==> src/rtl/reg_scoreboard_pkg.sv <==
// Shared constants and types for the long-latency register scoreboard.
// Register indices are 5 bits wide, matching the architectural register file.
package reg_scoreboard_pkg;

  localparam int unsigned NREG     = 32;
  localparam int unsigned MAX_PEND = 4;

  typedef logic [4:0] reg_idx_t;

  localparam reg_idx_t REG_ZERO = 5'd0;

endpackage

==> src/rtl/reg_scoreboard_hazard_check.sv <==
// Flags one register index as blocked by an outstanding long-latency writer.
// A writeback to the same index in the current cycle bypasses the block.
module reg_scoreboard_hazard_check
  import reg_scoreboard_pkg::*;
#(
  parameter int unsigned NREG = reg_scoreboard_pkg::NREG
) (
  input  logic [NREG-1:0] pending,
  input  reg_idx_t        idx,
  input  logic            used,
  input  logic            clr,
  input  reg_idx_t        wb_rd,
  output logic            hazard
);

  logic bypass;

  always_comb begin
    bypass = clr && (wb_rd == idx);
    hazard = used && (idx != REG_ZERO) && pending[idx] && !bypass;
  end

endmodule

==> src/rtl/reg_scoreboard.sv <==
// Scoreboard of destination registers owned by in-flight long-latency writers.
// Produces the ID stall for RAW, WAW and capacity hazards and tracks the pending set.
module reg_scoreboard
  import reg_scoreboard_pkg::*;
#(
  parameter int unsigned NREG     = reg_scoreboard_pkg::NREG,
  parameter int unsigned MAX_PEND = reg_scoreboard_pkg::MAX_PEND,
  parameter int unsigned CW       = $clog2(MAX_PEND + 1)
) (
  input  logic            clk,
  input  logic            Rst,
  input  reg_idx_t        id_rs1,
  input  reg_idx_t        id_rs2,
  input  logic            id_rs1_used,
  input  logic            id_rs2_used,
  input  reg_idx_t        id_rd,
  input  logic            id_regwrite,
  input  logic            id_long,
  input  logic            issue_valid,
  input  logic            flush,
  input  logic            wb_valid,
  input  reg_idx_t        wb_rd,
  output logic            stall,
  output logic [NREG-1:0] pending,
  output logic [CW-1:0]   outstanding,
  output logic            full,
  output logic            wb_err
);

  logic [NREG-1:0] pending_q, pending_d;
  logic [CW-1:0]   outstanding_q, outstanding_d;
  logic            wb_err_q, wb_err_d;

  logic clr, iss, stray_wb;
  logic raw1, raw2, waw, structural;

  always_comb begin
    clr      = wb_valid && (wb_rd != REG_ZERO) && pending_q[wb_rd];
    stray_wb = wb_valid && (wb_rd != REG_ZERO) && !pending_q[wb_rd];
  end

  reg_scoreboard_hazard_check #(.NREG(NREG)) u_rs1_check (
    .pending (pending_q),
    .idx     (id_rs1),
    .used    (id_rs1_used),
    .clr     (clr),
    .wb_rd   (wb_rd),
    .hazard  (raw1)
  );

  reg_scoreboard_hazard_check #(.NREG(NREG)) u_rs2_check (
    .pending (pending_q),
    .idx     (id_rs2),
    .used    (id_rs2_used),
    .clr     (clr),
    .wb_rd   (wb_rd),
    .hazard  (raw2)
  );

  reg_scoreboard_hazard_check #(.NREG(NREG)) u_rd_check (
    .pending (pending_q),
    .idx     (id_rd),
    .used    (id_regwrite),
    .clr     (clr),
    .wb_rd   (wb_rd),
    .hazard  (waw)
  );

  always_comb begin
    full       = (outstanding_q == CW'(MAX_PEND));
    // A retiring writer frees its slot in time for a new issue this cycle.
    structural = id_long && id_regwrite && full && !clr;
    stall      = (raw1 || raw2 || waw || structural) && !flush;
    iss        = issue_valid && !stall && !flush && id_long && id_regwrite &&
                 (id_rd != REG_ZERO);
  end

  always_comb begin
    pending_d = pending_q;
    if (clr) pending_d[wb_rd] = 1'b0;
    // Set after clear so a same-register re-issue keeps the entry pending.
    if (iss) pending_d[id_rd] = 1'b1;
    pending_d[0] = 1'b0;

    outstanding_d = outstanding_q;
    unique case ({iss, clr})
      2'b10:   outstanding_d = outstanding_q + CW'(1);
      2'b01:   outstanding_d = outstanding_q - CW'(1);
      default: outstanding_d = outstanding_q;
    endcase

    wb_err_d = wb_err_q || stray_wb;
  end

  always_ff @(posedge clk) begin
    if (!Rst) begin
      pending_q     <= '0;
      outstanding_q <= '0;
      wb_err_q      <= 1'b0;
    end else begin
      pending_q     <= pending_d;
      outstanding_q <= outstanding_d;
      wb_err_q      <= wb_err_d;
    end
  end

  always_comb begin
    pending     = pending_q;
    outstanding = outstanding_q;
    wb_err      = wb_err_q;
  end

  assert property (@(posedge clk) disable iff (!Rst)
    int'(outstanding_q) == $countones(pending_q));

endmodule

==> config.mk <==
export PLATFORM = sky130hd
export DESIGN_NAME = reg_scoreboard
export DESIGN_NICKNAME = d
export VERILOG_FILES = /design/src/rtl/reg_scoreboard_pkg.sv /design/src/rtl/reg_scoreboard_hazard_check.sv /design/src/rtl/reg_scoreboard.sv
export SDC_FILE = /design/constraint.sdc
export NUM_CORES = 1
export LEC_CHECK = 0
export ABC_AREA = 1
export BUFFER_PORTS_ARGS = -buffer_cell sky130_fd_sc_hd__buf_2
export CORE_MARGIN = 10
export CORE_UTILIZATION = 57
export DETAILED_ROUTE_END_ITERATION = 10
export GPL_ROUTABILITY_DRIVEN = 0
export PLACE_DENSITY_LB_ADDON = 0.15
export SLEW_MARGIN = 10
export SYNTH_ARGS = -nofsm -noshare
export SYNTH_HDL_FRONTEND = slang
export SYNTH_SLANG_ARGS = --single-unit
==> constraint.sdc <==
create_clock -name clk -period 3.7 [get_ports clk]
set_input_delay 0.555 -clock clk [delete_from_list [all_inputs] [get_ports clk]]
set_output_delay 0.555 -clock clk [all_outputs]
set_load 0.01 [all_outputs]
==> flow_summary.json, run 1 <==
{
  "ys_warn_count": 0,
  "grt_start_max_net_pins": 33,
  "finalSetupViolCount": 0,
  "r2r_end": "outstanding[2]$_SDFFE_PN0P_",
  "syn_area_per_cell_um2": 5.36,
  "core_area_um2": 5990,
  "skew_ns": 0.00951,
  "netSwitchingPower_uw": 286,
  "dp_hpwl_um": 9520,
  "p_int_uw": 582,
  "grt_pass1_vias": 4144,
  "cts_tree": "done",
  "rows": 28,
  "synth-seq-cells": 35,
  "worstSetupStartpoint": "id_rd[0]",
  "grt_use_total_pct": 25.0,
  "wl_um": 12900,
  "setup_ws_ns": 0.419,
  "start_util_pct": 59.7,
  "io_buffers": 65,
  "syn_inst": 668,
  "synthAdderAreaFrac_pct": 0.909,
  "arrival_ns": 2.73,
  "critPathCaptureType": "primary output",
  "clkPwrFrac_pct": 32.6,
  "slew_headroom_pct": 28.1,
  "path_class": "input pin to primary output",
  "endpoint": "stall",
  "hold_buffers": 0,
  "syn-cell-area_um2": 3580,
  "peakVddDrop_mv": 0.189,
  "drc": 0,
  "grt_remaining_overflow": 0,
  "dp_slack_ns": 0.408,
  "wl_per_cell_um": 16.2,
  "slew_viol_final": 0,
  "drv_cap": 0,
  "drive_above_1_share_pct": 15.2,
  "r2r_slack_ns": 0.87,
  "die_w_um": 99.2,
  "cts_buffers": 5,
  "cp-start-kind": "input pin",
  "root_buffer": "clkbuf_8",
  "seqPwrFrac_pct": 43.9,
  "drtIter0Drc": 433,
  "dpl_cell_area_um2": 3900,
  "clock_latency_ns": 0.29,
  "share_comb_of_total_power_pct": 23.6,
  "final_hold_viol_count": 0,
  "worstMarginPinSlew_ns": 1.08,
  "synth_top_family_by_area": "simple AND/OR/NAND/NOR gates",
  "p_leak_uw": 0.00189,
  "min_path_type": "flop to flop",
  "clkSlewWorstSetupHoldPaths_ns": 0.07,
  "cts_max_level": 2,
  "period_share_pct": 88.7,
  "area_growth_pct": 11.4,
  "reg2reg_depth": 19,
  "synth_compound_area_share_pct": 14.7,
  "crit_fanout": 32,
  "fp.dieH_um": 99.2,
  "antenna_found_initial": 0,
  "nFillCells": 591,
  "synthSimpleGateAreaFrac_pct": 50.0,
  "postCtsSetupBuffers": 0,
  "finalInstanceArea_um2": 3990,
  "nets": 749,
  "cts_max_path_buffers": 2,
  "dieArea_um2": 9840,
  "ys_seq_area_share_pct": 19.6,
  "rsz0062_at_grt": "false",
  "synth.area.mux_share_pct": 0,
  "postRouteAntennaNets": 0,
  "pin_count": 67,
  "cts_repair_resize_count": 0,
  "rr_startpoint": "pending[6]$_SDFF_PN0_",
  "setup-tns-final_ns": 0,
  "vias": 4628,
  "p_sw_share_pct": 33.0,
  "vias_per_cell": 5.84,
  "pwr_density_cell_nw_per_um2": 218,
  "worstPathRequired_ns": 3.14,
  "synthXorXnorAreaFrac_pct": 2.69,
  "yosysUniqueCellTypes": 32,
  "antenna_cells": 0,
  "hp-start": "wb_err$_SDFF_PN0_",
  "status": "complete, no violations",
  "cts_sinks": 35,
  "max_clock_freq_mhz": 305,
  "synth_nets": 699,
  "first_pass_iters": 5,
  "finalCriticalPeriod_ns": 3.28,
  "grt_pass1_wl_um": 20900
}
==> worst max-delay path, stage by stage <==
cell and delay (ns):
buf_2 0.34, inv_1 0.36, nand2_1 0.14, nand2_1 0.06, nand2_1 0.06, nand2_1 0.06
nand2_1 0.06, nand2_1 0.05, nor2_1 0.10, a21oi_1 0.08, nand2_1 0.08, nand2_2 0.06
o21ai_4 0.15, buf_4 0.36, inv_1 0.06, buf_2 0.15
==> how the worst min path moves through the flow <==
stage | to | slack [ns] | depth (start not counted)
final | wb_err$_SDFF_PN0_ | 0.49 | 1
after global placement | wb_err$_SDFF_PN0_ | 0.45 | 1
after detailed placement | wb_err$_SDFF_PN0_ | 0.47 | 1
after CTS | wb_err$_SDFF_PN0_ | 0.50 | 1
after global routing | wb_err$_SDFF_PN0_ | 0.51 | 1
after floorplan | wb_err$_SDFF_PN0_ | 0.51 | 1
==> layout by cell type, fill, tap and decap left out, types with 2 or more instances in the layout <==
| master | instances |
|---|---|
| a21oi_1 | 38 |
| a21oi_2 | 5 |
| buf_2 | 65 |
| buf_4 | 12 |
| clkbuf_8 | 6 |
| dfxtp_1 | 35 |
| inv_1 | 59 |
| inv_2 | 4 |
| nand2_1 | 272 |
| nand2_2 | 3 |
| nand3_1 | 54 |
| nand3_2 | 10 |
| nand4_1 | 5 |
| nor2_1 | 59 |
| nor3_1 | 18 |
| nor4_1 | 3 |
| o211ai_1 | 4 |
| o21ai_0 | 43 |
| o31ai_1 | 2 |
| xnor2_1 | 3 |
| xor2_1 | 8 |
==> per-layer routing <==
layer	GRT usage [%]	vias up	wire [um]
li1	-	2215	-
met3	4.84	47	1640
met2	39.7	320	5730
met1	33.1	2046	5180
met5	0	-	0
met4	8.49	0	337
==> logic make-up after synthesis <==
group                      after synthesis
adders and majority gates                2
and+or+nand+nor                        426
other                                    1
AOI/OAI and AO/OA                       95
DFF                                     35
xor gates and xnor gates                11
buffers and inverters                   98
==> final cells by class <==
cell class / count / area [um^2] / area share, %
clock buffer: 6 / 82.6 / 2.07
clock inverter: 1 / 5.00 / 0.126
inverter: 64 / 240 / 6.03
multi-input combinational: 535 / 2450 / 61.4
sequential: 35 / 701 / 17.6
tap: 75 / 93.8 / 2.35
timing repair buffer: 77 / 415 / 10.4
==> through the flow <==
stage          util (%)  power, uW  std cells  hold WS (ns)
3_5_place_dp       65.1        585        786         0.474
3_3_place_gp       65.1        582        786         0.446
5_1_grt            66.5        905        793         0.515
2_1_floorplan         -        530        668         0.509
4_1_cts            66.5        865        793         0.499
6_report           66.5        868        793         0.491
==> state kept, by name, summed over array words and instances, names as in the netlist <==
name,count
outstanding,3
pending,31
wb_err,1
==> power by group through the flow <==
stage          clock, uW  combinational [uW]  sequential, uW
4_1_cts              287                 197             381
3_5_place_dp           0                 196             389
2_1_floorplan          0                 140             389
5_1_grt              301                 223             381
6_report             283                 205             381
3_3_place_gp           0                 193             389
==> synth_stat cells <==
library cell	count	area share, %
a21oi_2	5	1.2
nand2_1	272	29
xnor2_1	3	0.73
nand4_1	5	0.87
a21boi_0	1	0.21
buf_2	13	1.8
conb_1	1	0.10
buf_1	1	0.10
nor4_1	3	0.52
nand3_1	54	7.6
a21oi_1	38	5.3
nand2_4	1	0.31
inv_2	4	0.42
nand3_2	10	2.8
dfxtp_1	35	20
clkbuf_1	12	1.3
nor3_1	18	2.5
o21ai_4	1	0.45
xor2_1	8	2.0
nor2_2	1	0.17
o211ai_1	4	0.84
o31ai_1	2	0.42
buf_4	4	0.84
o21ai_0	43	6.0
nor2_1	59	6.2
buf_6	4	1.3
fa_1	1	0.56
inv_1	59	6.2
nand2_2	3	0.52
clkinv_1	1	0.10
o21a_1	1	0.21
ha_1	1	0.35
Note: power is estimated with default switching activity, not from simulation.
==> inputs of run 2 (changes only) <==
--- a/config.mk
+++ b/config.mk
@@ -5,10 +5,9 @@
 export SDC_FILE = /design/constraint.sdc
 export NUM_CORES = 1
 export LEC_CHECK = 0
-export ABC_AREA = 1
 export BUFFER_PORTS_ARGS = -buffer_cell sky130_fd_sc_hd__buf_2
 export CORE_MARGIN = 10
-export CORE_UTILIZATION = 57
+export CORE_UTILIZATION = 56
 export DETAILED_ROUTE_END_ITERATION = 10
 export GPL_ROUTABILITY_DRIVEN = 0
 export PLACE_DENSITY_LB_ADDON = 0.15
==> run 2 against run 1 <==
  * Combinational power about the same
  * Cell count is 40% lower
  * Worst setup slack worse by 0.15 ns
  * Critical endpoint unchanged
  * Largest power group unchanged
==> flow_summary.json, run 2 <==
{
  "layout_common_cells": "65 x buf_2, 35 x dfxtp_1, 30 x nand3_1, 26 x nand2_1, 22 x mux4_2",
  "dp_hpwl_um": 8040,
  "synth-seq-cells": 35,
  "synth-edff-count": 0,
  "io_buffers": 65,
  "cts_repair_resize_count": 0,
  "synth_top_cell_area_share_pct": 21.9,
  "slew_viol_final": 0,
  "worstMarginPinSlew_ns": 0.694,
  "skew_ns": 0.00432,
  "synth_compound_area_share_pct": 24.5,
  "ys_warn_count": 0,
  "grt_pass1_vias": 3192,
  "antenna_found_initial": 0,
  "wl_um": 11000,
  "yosysUniqueCellTypes": 60,
  "first_pass_iters": 5,
  "p_int_uw": 600,
  "area_growth_pct": 14.4,
  "p_sw_share_pct": 31.1,
  "pwr_density_cell_nw_per_um2": 238,
  "slew_headroom_pct": 53.6,
  "clock_latency_ns": 0.29,
  "synth_common_cells": "35 x dfxtp_1, 30 x nand3_1, 26 x nand2_1",
  "synth_flop_cell": "dfxtp_1",
  "period_share_pct": 92.6,
  "yosys.area.top_type": "dfxtp_1",
  "die_w_um": 95.6,
  "synth_most_common_cell": "dfxtp_1",
  "drv_cap": 0,
  "grt_remaining_overflow": 0,
  "postRouteAntennaNets": 0,
  "cts_max_path_buffers": 2,
  "grt_use_total_pct": 23.6,
  "largest_reg_flops": 31,
  "drive_above_1_share_pct": 35.9,
  "vias": 3338,
  "netSwitchingPower_uw": 271,
  "status": "complete, no violations",
  "clkSlewWorstSetupHoldPaths_ns": 0.07,
  "postCtsSetupBuffers": 0,
  "path_class": "input pin to primary output",
  "vias_per_cell": 7.01,
  "ys_seq_area_share_pct": 21.9,
  "finalSetupViolCount": 0,
  "setup-tns-final_ns": 0,
  "crit_fanout": 10,
  "layout.cells.most_common": "buf_2",
  "async_flop_share_pct": 0,
  "cp-start-kind": "input pin",
  "synthXorXnorAreaFrac_pct": 4.65,
  "root_buffer": "clkbuf_8",
  "cts_tree": "done",
  "syn-cell-area_um2": 3200,
  "clkPwrFrac_pct": 32.6,
  "cts_sinks": 35,
  "nFillCells": 484,
  "syn_inst": 353,
  "synthSimpleGateAreaFrac_pct": 20.0,
  "pin_count": 67,
  "grt_start_max_net_pins": 40,
  "min_path_type": "flop to flop",
  "finalCriticalPeriod_ns": 3.43,
  "fp.dieH_um": 95.6,
  "seqPwrFrac_pct": 43.8,
  "share_comb_of_total_power_pct": 23.6,
  "wl_per_cell_um": 23.1,
  "grt_pass1_wl_um": 16900,
  "dieArea_um2": 9150,
  "nets": 435,
  "synth_top_family_by_area": "compound AO/OA/AOI/OAI gates",
  "max_clock_freq_mhz": 292,
  "drc": 0,
  "cts_max_level": 2,
  "p_leak_uw": 0.00149,
  "hold_buffers": 0,
  "core_area_um2": 5540,
  "peakVddDrop_mv": 0.170,
  "antenna_cells": 0,
  "syn_area_per_cell_um2": 9.08,
  "critPathCaptureType": "primary output",
  "holdWs_ns": 0.550,
  "synth_nets": 384,
  "rsz0062_at_grt": "false",
  "worstPathRequired_ns": 3.14,
  "synthAdderAreaFrac_pct": 1.02,
  "synth.area.mux_share_pct": 21.6,
  "cts_buffers": 5,
  "start_util_pct": 57.8,
  "drtIter0Drc": 419,
  "final_hold_viol_count": 0,
  "synth_area_leaders": "dfxtp_1 22%, mux4_2 15%, o21ai_2 5.7%",
  "arrival_ns": 2.87,
  "rows": 27
}
[run 2: cell types whose count changed after synthesis, moves of 16 or more]
cell	previous run	this run
a21oi_1	38	10
inv_1	59	5
mux4_2	0	22
nand2_1	272	26
nand3_1	54	30
nor2_1	59	9
o211ai_1	4	20
o21ai_0	43	10
o21ai_2	0	21
[run 2: kinds of logic after synthesis]
group	count (synthesis)
AND/OR/NAND/NOR	115
flip-flops	35
other	1
XOR/XNOR	17
AO/OA/AOI/OAI	99
buffers and inverters	43
adder cells (fa/ha/maj)	2
multiplexers	41
[run 2: critical path, stage by stage]
cell	delay, ns
buf_2	0.25
mux4_2	0.55
mux2_2	0.29
o21a_1	0.17
o21ai_1	0.23
o22ai_1	0.18
a211oi_4	0.26
buf_4	0.22
nor2_1	0.05
buf_2	0.13
[run 2: final cells by class]
class	count	area [um^2]	share of cell area, %
multi-input cells	275	2300	62.8
inverters	5	18.8	0.512
flip-flops and latches	35	701	19.1
well taps	72	90.1	2.46
repair buffers	82	465	12.7
clock inverters	1	5.00	0.137
clock buffers	6	82.6	2.25
[run 2: through the flow]
| step | area [um^2] | setup slack (ns) | cells | utilization, % | power, uW |
|---|---|---|---|---|---|
| after floorplan | 3200 | 0.289 | 353 | - | 539 |
| after global placement | 3580 | 0.167 | 469 | 64.6 | 591 |
| after detailed placement | 3580 | 0.0806 | 469 | 64.6 | 593 |
| after CTS | 3670 | 0.299 | 476 | 66.2 | 874 |
| after global routing | 3670 | 0.162 | 476 | 66.2 | 906 |
| final | 3670 | 0.273 | 476 | 66.2 | 871 |
[run 2: final timing paths]
check | depth (start not counted) | slack [ns] | end | startpoint
worst min register to register | 2 | 0.55 | outstanding[2]$_SDFFE_PN0P_ | outstanding[2]$_SDFFE_PN0P_
worst max-delay path | 10 | 0.27 | stall | id_rs1[1]
worst min-delay path | 2 | 0.55 | outstanding[2]$_SDFFE_PN0P_ | outstanding[2]$_SDFFE_PN0P_
worst max register to register | 13 | 0.55 | outstanding[2]$_SDFFE_PN0P_ | pending[21]$_SDFF_PN0_
[run 2: per-layer routing]
layer / up-vias / wire length [um] / global-route usage [%]
li1: 1463 / - / -
met1: 1596 / 4030 / 29.7
met2: 240 / 5180 / 37.2
met3: 39 / 1430 / 6.13
met4: 0 / 347 / 10.2
met5: - / 0 / 0
[run 2: power by group through the flow]
stage,clock [uW],sequential [uW],combinational [uW]
finish,284,381,206
global route,304,382,220
CTS,289,381,204
detailed placement,0,390,203
global placement,0,390,201
floorplan,0,390,148
==> inputs of run 3 (changes only) <==
--- a/config.mk
+++ b/config.mk
@@ -11,6 +11,7 @@
 export DETAILED_ROUTE_END_ITERATION = 10
 export GPL_ROUTABILITY_DRIVEN = 0
 export PLACE_DENSITY_LB_ADDON = 0.15
+export REMOVE_ABC_BUFFERS = 1
 export SLEW_MARGIN = 10
 export SYNTH_ARGS = -nofsm -noshare
 export SYNTH_HDL_FRONTEND = slang
==> run 3 against run 2 <==
  * Maximum frequency decreased by 1.5%
  * Largest power group unchanged
  * Clock power grew 2%
  * Clock skew increased by 0.0041 ns
  * Critical endpoint unchanged
  * Total power increased by 2.6%
  * Clock-buffer cell count did not move
  * Critical path depth down 1
  * Global-route usage up 1.5 points
  * Cell count increased by 1.7%
  * Sequential cell count unchanged
  * Register-to-register slack gained 0.04 ns
  * Sequential share of layout area fell by 0.24 points
==> flow_summary.json, run 3 (synthesis results as in run 2) <==
{
  "seq_area_um2": 701,
  "slew_viol_final": 0,
  "critPathCaptureType": "primary output",
  "layout_common_cells": "65 x buf_2, 35 x dfxtp_1, 30 x nand3_1, 26 x nand2_1, 25 x buf_4",
  "hp-start": "outstanding[2]$_SDFFE_PN0P_",
  "wl_per_cell_um": 23.1,
  "grt_pass1_wl_um": 17800,
  "hold_buffers": 0,
  "cp-start-kind": "input pin",
  "fin_cells": 484,
  "multi_input_area_um2": 2300,
  "crit_fanout": 14,
  "grt_remaining_overflow": 0,
  "cts_repair_resize_count": 0,
  "r2r_slack_ns": 0.59,
  "cts_max_level": 2,
  "cts_max_path_buffers": 2,
  "p_leak_uw": 0.00153,
  "rr_startpoint": "pending[15]$_SDFF_PN0_",
  "rows": 27,
  "cts_buffers": 5,
  "path_class": "input pin to primary output",
  "period_share_pct": 94.0,
  "dieArea_um2": 9150,
  "pin_count": 67,
  "antenna_cells": 0,
  "die_w_um": 95.6,
  "peakVddDrop_mv": 0.224,
  "antenna_found_initial": 0,
  "worstSetupStartpoint": "id_rs2[0]",
  "io_buffers": 65,
  "worstPathRequired_ns": 3.14,
  "postCtsSetupBuffers": 0,
  "rsz0062_at_grt": "false",
  "grt_pass1_vias": 3217,
  "grt_use_total_pct": 25.1,
  "worstMarginPinSlew_ns": 0.951,
  "final_hold_viol_count": 0,
  "root_buffer": "clkbuf_8",
  "cts_tree": "done",
  "drv_cap": 0,
  "vias_per_cell": 6.96,
  "area_growth_pct": 15.9,
  "pwr_density_cell_nw_per_um2": 241,
  "final_core_util_pct": 67.0,
  "max_clock_freq_mhz": 287,
  "postRouteAntennaNets": 0,
  "drive_above_1_share_pct": 37.1,
  "layout.cells.most_common": "buf_2",
  "drtIter0Drc": 515,
  "nets": 443,
  "vias": 3370,
  "first_pass_iters": 5,
  "clock_latency_ns": 0.29,
  "clkSlewWorstSetupHoldPaths_ns": 0.07,
  "setup-tns-final_ns": 0,
  "dp.cells": 477,
  "arrival_ns": 2.92,
  "slew_headroom_pct": 36.4,
  "finalCriticalPeriod_ns": 3.48,
  "largest_reg_flops": 31,
  "finalSetupViolCount": 0,
  "core_area_um2": 5540,
  "wl_um": 11200,
  "cts_sinks": 35,
  "start_util_pct": 57.8,
  "drc": 0,
  "nFillCells": 461,
  "dp_hpwl_um": 8270,
  "min_path_type": "flop to flop",
  "skew_ns": 0.00845,
  "fp.dieH_um": 95.6,
  "status": "complete, no violations",
  "grt_start_max_net_pins": 32
}
-- run 3: changes by cell type in the layout (fill, tap and decap cells not counted), sizes merged --
cell / before / now
buf: 82 / 90
-- run 3: stage by stage --
| step | setup slack, ns | total power [uW] | hold WS, ns | cell area [um^2] |
|---|---|---|---|---|
| CTS | 0.304 | 888 | 0.518 | 3710 |
| global placement | 0.209 | 603 | 0.490 | 3630 |
| floorplan | 0.398 | 489 | 0.516 | 3020 |
| detailed placement | 0.134 | 606 | 0.507 | 3630 |
| global route | 0.157 | 927 | 0.532 | 3710 |
| finish | 0.221 | 894 | 0.516 | 3710 |
-- run 3: area by class of cell --
| type | count | share of cell area [%] |
|---|---|---|
| clock buffers | 6 | 2.22 |
| clock inverters | 1 | 0.135 |
| inverters | 5 | 0.505 |
| multi-input cells | 275 | 62.0 |
| flip-flops and latches | 35 | 18.9 |
| well taps | 72 | 2.43 |
| repair buffers | 90 | 13.8 |
-- run 3: final timing paths --
kind,endpoint,depth (start not counted)
min reg2reg,outstanding[2]$_SDFFE_PN0P_,2
min,outstanding[2]$_SDFFE_PN0P_,2
max,stall,9
max reg2reg,outstanding[2]$_SDFFE_PN0P_,13
-- run 3: worst max-delay path, stage by stage --
cell	delay (ns)
buf_2	0.33
mux4_2	0.55
o2111a_1	0.25
o21ai_0	0.34
o22ai_1	0.20
a211oi_4	0.26
buf_4	0.25
nor2_1	0.05
buf_2	0.13
-- run 3: power breakdown --
part           internal (uW)  switching (uW)  leakage, uW
combinational           81.3             142      0.00120
clock                    146             144    0.0000470
sequential               379            2.20     0.000282
-- run 3: routing by layer --
| metal | wire, um | vias to the layer above | track usage, % |
|---|---|---|---|
| met5 | 0 | - | 0 |
| met4 | 422 | 0 | 9.09 |
| met3 | 1550 | 40 | 9.19 |
| met2 | 4780 | 241 | 36.7 |
| met1 | 4400 | 1607 | 33.1 |
| li1 | - | 1482 | - |
